## config.mk

```make
export PLATFORM = sky130hd
export DESIGN_NAME = sum_accumulator
export DESIGN_NICKNAME = d
export VERILOG_FILES = /design/src/rtl/sum_accumulator.sv
export SDC_FILE = /design/constraint.sdc
export NUM_CORES = 1
export LEC_CHECK = 0
export ABC_AREA = 1
export BUFFER_PORTS_ARGS = -buffer_cell sky130_fd_sc_hd__buf_4
export CAP_MARGIN = 20
export CORE_UTILIZATION = 40
export DETAILED_ROUTE_END_ITERATION = 7
export GPL_TIMING_DRIVEN = 0
export PLACE_DENSITY = 0.63
export SYNTH_ARGS = -nofsm -noshare
export SYNTH_HDL_FRONTEND = slang
export SYNTH_SLANG_ARGS = --single-unit
```

## constraint.sdc

```tcl
create_clock -name clk -period 3.9 [get_ports clk]
set_clock_uncertainty 0.05 [all_clocks]
set_input_delay 0.195 -clock clk [delete_from_list [all_inputs] [get_ports clk]]
set_output_delay 0.195 -clock clk [all_outputs]
set_load 0.05 [all_outputs]
```

## src/rtl/sum_accumulator.sv

```systemverilog
// sum_accumulator: collects COUNT unsigned samples from the adder stage into
// one frame total and hands it downstream with a sticky overflow flag.
module sum_accumulator #(
   parameter int DATA_W = 4,
   parameter int ACC_W  = 5,
   parameter int COUNT  = 4
) (
   input  logic              clk,
   input  logic              rst_n,
   input  logic              clear,
   input  logic              in_valid,
   output logic              in_ready,
   input  logic [DATA_W-1:0] in_data,
   output logic              out_valid,
   input  logic              out_ready,
   output logic [ACC_W-1:0]  out_sum,
   output logic              out_ovf,
   output logic [7:0]        frame_cnt
);

   typedef enum logic {ACCUM, HOLD} state_t;

   localparam int            SUM_W = ACC_W + 1;
   localparam logic [7:0]    LAST  = 8'(COUNT - 1);

   state_t           state;
   logic [ACC_W-1:0] acc;
   logic [7:0]       cnt;
   logic             ovf;
   logic [ACC_W:0]   nsum;
   logic             accept;

   // Input side is open only while accumulating and out of reset.
   assign in_ready = rst_n & (state == ACCUM);
   assign accept   = in_valid & in_ready;

   // Next accumulator value; bit ACC_W is the carry out of the frame width.
   always_comb begin
      nsum = {1'b0, acc} + SUM_W'(in_data);
   end

   // Frame FSM: reset > clear > handoff/accept.
   always_ff @(posedge clk) begin
      if (!rst_n) begin
         state     <= ACCUM;
         acc       <= '0;
         cnt       <= '0;
         ovf       <= 1'b0;
         out_valid <= 1'b0;
         out_sum   <= '0;
         out_ovf   <= 1'b0;
         frame_cnt <= '0;
      end else if (clear) begin
         state     <= ACCUM;
         acc       <= '0;
         cnt       <= '0;
         ovf       <= 1'b0;
         out_valid <= 1'b0;
      end else begin
         case (state)
            ACCUM: begin
               if (accept) begin
                  acc <= nsum[ACC_W-1:0];
                  ovf <= ovf | nsum[ACC_W];
                  cnt <= cnt + 8'd1;
                  if (cnt == LAST) begin
                     out_sum   <= nsum[ACC_W-1:0];
                     out_ovf   <= ovf | nsum[ACC_W];
                     out_valid <= 1'b1;
                     state     <= HOLD;
                  end
               end
            end
            HOLD: begin
               if (out_ready) begin
                  out_valid <= 1'b0;
                  frame_cnt <= frame_cnt + 8'd1;
                  acc       <= '0;
                  cnt       <= '0;
                  ovf       <= 1'b0;
                  state     <= ACCUM;
               end
            end
            default: state <= ACCUM;
         endcase
      end
   end

endmodule

```

== Word-level counts from Yosys, hierarchy flattened ==
Cells that the tools add are included.
Word-level totals
  register bits after elaboration: 30
  latch bits: 0
  bits in writable memories: 0
  ROM bits: 0
  bits of input ports: 9
  output and inout port bits: 16
  logic and storage cells: 42
  memories kept: 0
Operators by class
  add/sub/neg operators: 3
  multipliers: 0
  divide/modulo/power cells: 0
  order comparisons: 0
  equality and inequality tests: 4
  shift operators: 0
  muxes and demuxes: 16
  bitwise logic cells: 6
  reduce and logical (&&, ||, !) cells: 5
Operators with widths (number)
  $add A8 B1 Y8 const B: 2
  $mux W8: 2
  $pmux W8 S2: 1
  $mux W5: 2
  $pmux W5 S2: 1
  $eq A8 B2 Y1 const B: 1
  $mux W1: 7
  $add A5 B4 Y6: 1
  $pmux W1 S2: 3
  $reduce_and A3 Y1: 2
  $ne A2 B2 Y1 const B: 2
  $reduce_and A4 Y1: 1
  $not A1 Y1: 3
  $and A1 B1 Y1: 2
  $ne A2 B1 Y1 const B: 1
  $reduce_and A2 Y1: 1
  $reduce_or A2 Y1: 1
  $or A1 B1 Y1: 1

== Longest topological paths before layout ==
  word-level depth: 5
  mapped depth: 8
  mapped depth without buffers: 8

== Worst setup path before layout ==
Ideal clock, no wire load.
  kind: register to register
  start: register frame_cnt[2]
  end: register frame_cnt[5]
  library setup time: 0.116 ns
  arrival time: 1.267 ns
  required time: 3.734 ns
  slack: 2.467 ns
  stages on the path, launching flop included: 6
  buffers on the path: 0
  period minus slack after synthesis: 1.433 ns
  cell sequence: dfxtp_1 > nand3_1 > nor2_2 > nand2_1 > o21ai_0 > nor2_1
On the way
  cells in the longest elaborated chain, start to end: 1
RTL lines
  from (decl): RTL line 18  | output logic [7:0] frame_cnt
  from (signal assigned): RTL line 77  | frame_cnt <= frame_cnt + 8'd1;
  $add A8 B1 Y8: RTL line 77
No other way between the ends.
A chain may end at the register's enable or synchronous reset.

== Final worst setup path ==
  start: register acc[0]
  end: register out_sum[4]
On the way
  cells in the longest elaborated chain, start to end: 1
RTL lines
  from (decl): RTL line 27  | logic [ACC_W-1:0] acc;
  from (signal assigned): RTL line 63  | acc <= nsum[ACC_W-1:0];
  $add A5 B4 Y6: RTL line 39  | nsum = {1'b0, acc} + SUM_W'(in_data);
  to (signal assigned): RTL line 67  | out_sum <= nsum[ACC_W-1:0];
  to (decl): RTL line 16  | output logic [ACC_W-1:0] out_sum,
No other way between the ends.

==> results.py <==
metrics = {
    "run_status": {
        "status": "completed",
    },
    "power": {
        "p_leak_nw": 0.872,
        "p_sw_mw": 0.134,
        "peakVddDrop_mv": 0.212,
        "power.density_nw_per_um2": 318,
        "power_frac_seq_pct": 53.3,
        "swShare_pct": 23.2,
        "combPwrFrac_pct": 6.8,
        "p_int_mw": 0.445,
        "power.share.clock_pct": 39.9,
    },
    "sta": {
        "rsz0062_at_grt": "no",
        "tightest_slew_ns": 0.359,
        "slew_viol_final": 0,
        "fin_tns_setup_ns": 0,
        "setup_viol": 0,
        "worst_slack_ns": 2.39,
        "fmax_ghz": 0.661,
        "period_minus_slack_ns": 1.51,
        "hold_viol_final": 0,
        "fin_crit_sh_pct": 38.8,
        "slew_headroom_pct": 76.1,
    },
    "place": {
        "hpwlAfterDp_mm": 2.29,
        "placed_area_um2": 1750,
        "placed_cells": 289,
        "place.port_buffers": 23,
        "pre_cts_slack_ns": 2.37,
        "place_congestion": 0.737,
    },
    "final_layout": {
        "fin_area_um2": 1820,
        "n_antenna_cell": 0,
        "final_common_cell": "nand2_1",
        "layoutNonFillerInstCount": 296,
        "final_cell_mix": "nand2_1 (64), dfxtp_1 (30), inv_1 (29)",
        "area_delta_synth_final_pct": 20.2,
        "drive_gt1_share_pct": 16.8,
        "postLayoutCoreUtil_pct": 52.5,
        "fin_nets": 266,
    },
    "floorplan": {
        "io_pins": 25,
        "die_h_um": 63.5,
        "num_rows": 21,
        "dieArea_um2": 4040,
        "core_um2": 3470,
        "start_util_pct": 43.7,
        "die_x_um": 63.5,
    },
    "global_route": {
        "grt_overflow": 0,
        "grt_pass1_vias": 1312,
        "grt_pass1_wl_mm": 5.32,
        "antenna_found_initial": 0,
        "grt_start_max_net_pins": 11,
        "grt_use_total_pct": 17.0,
    },
    "cts": {
        "postCtsSetupRepairBufs": 0,
        "cts_tree": "built",
        "numCtsBuffers": 5,
        "htree_levels": 2,
        "cts_buffer_depth": 2,
        "hold_buffers": 0,
        "clkSinkCount": 30,
        "cts_root_buffer": "clkbuf_8",
        "cts_repair_resize_count": 0,
        "clkLatencyLatePin_ns": 0.27,
        "clkSlewWorstSetupHoldPaths_ns": 0.06,
    },
    "worst_setup_path": {
        "path_class": "flip-flop to flip-flop",
        "arrival_ns": 1.64,
        "start_kind": "flip-flop",
        "critPathMaxFanout": 2,
        "cp.required_ns": 4.02,
        "crit_path_end_kind": "flip-flop",
    },
    "yosys": {
        "ys_warn_count": 0,
        "ys_seq_area_share_pct": 39.6,
        "postSynthCellCount": 220,
        "synth_cell_type_count": 27,
        "syn_area_per_cell_um2": 6.89,
        "synth_fp_nets": 236,
        "synth_area_um2": 1520,
        "synth-seq-cells": 30,
    },
    "detailed_routing": {
        "drtAntennaViolNets": 0,
        "wl_per_cell_um": 10.4,
        "drt_wl_total_mm": 3.07,
        "dr.pass1.iters": 4,
        "drc_errors": 0,
        "via_per_inst": 4.68,
        "drt_iter0_drc": 59,
        "vias": 1385,
    },
    "flow_run": {
        "cap_viol_max_count": 0,
    },
    "min_path": {
        "hold_class": "input pin to flip-flop",
    },
}
==> critical path: stages (launching register included) <==
cell and delay, ns:
dfxtp_1 0.31, ha_1 0.20, fa_1 0.42, nand2_1 0.09
nand2_1 0.06, nand2_1 0.06, nand2_1 0.06, a21oi_1 0.12
nor2_1 0.05
==> power groups by stage <==
| stage | registers [mW] | clock network [mW] | logic (mW) |
|---|---|---|---|
| floorplan | 0.316 | 0 | 0.0251 |
| global placement | 0.316 | 0 | 0.0397 |
| detailed placement | 0.316 | 0 | 0.0396 |
| CTS | 0.309 | 0.237 | 0.0397 |
| global route | 0.309 | 0.250 | 0.0446 |
| finish | 0.309 | 0.231 | 0.0394 |
==> sequential cells by signal, indices dropped and copies added (netlist names) <==
name       cells
cnt            8
frame_cnt      8
acc            5
out_sum        5
out_ovf        1
out_valid      1
ovf            1
state          1
==> cell type report <==
cell class	count	area [um^2]
repair buffers	23	173
flip-flops and latches	30	601
inverters	32	120
well taps	46	57.6
fillers	351	1650
plain buffers	3	23.8
multi-input cells	155	771
clock buffers	7	76.3
==> worst paths after layout <==
check	from	endpoint	slack [ns]	depth (start not counted)
max	acc[0]$_SDFFE_PP0P_	out_sum[4]$_SDFFE_PN0P_	2.39	8
min	out_ready	state$_SDFF_PP0_	0.09	2
max reg2reg	acc[0]$_SDFFE_PP0P_	out_sum[4]$_SDFFE_PN0P_	2.39	8
min reg2reg	out_valid$_SDFFE_PP0P_	out_valid$_SDFFE_PP0P_	0.42	2
==> per-layer routing <==
metal  part of all wire [%]  vias up  global-route usage [%]  wire length [um]
li1                       -      745                       -                 -
met1                     49      611                    20.6              1510
met2                     46       24                    28.5              1410
met3                    3.8        5                    5.07               117
met4                    1.2        0                    5.97                36
met5                      0        -                       0                 0
==> synth_stat cells, drive strengths merged <==
cell type  instances  area [um^2]
nor3b              1         7.51
ha                 6         75.1
nand3             16         97.6
and2               1         6.26
o31ai              1         7.51
nor2              30          123
nand3b             1         7.51
dfxtp             30          601
or2                1         6.26
nand2             66          253
a21oi             19         98.9
o21a               1         7.51
fa                 1         20.0
buf                3         23.8
xor2               1         8.76
inv               32          120
nand4              2         12.5
o21ai              8         40.0
==> cell families (layout without fill, tap and decap cells) <==
group / Yosys count / count (layout) / share of synthesized area (%)
fa+ha+maj: 7 / 7 / 6.28
simple gates: 118 / 118 / 33.9
xor+xnor: 1 / 1 / 0.578
buf+inv: 35 / 65 / 9.50
flops: 30 / 30 / 39.6
compound gates: 29 / 29 / 10.2
==> per-stage QoR <==
stage | power [mW] | hold WS [ns]
2_1_floorplan | 0.341 | 0.248
4_1_cts | 0.586 | 0.0896
6_report | 0.579 | 0.0913
3_3_place_gp | 0.355 | 0.392
5_1_grt | 0.604 | 0.105
3_5_place_dp | 0.355 | 0.380
No activity file was read; power rests on OpenSTA's default activity.
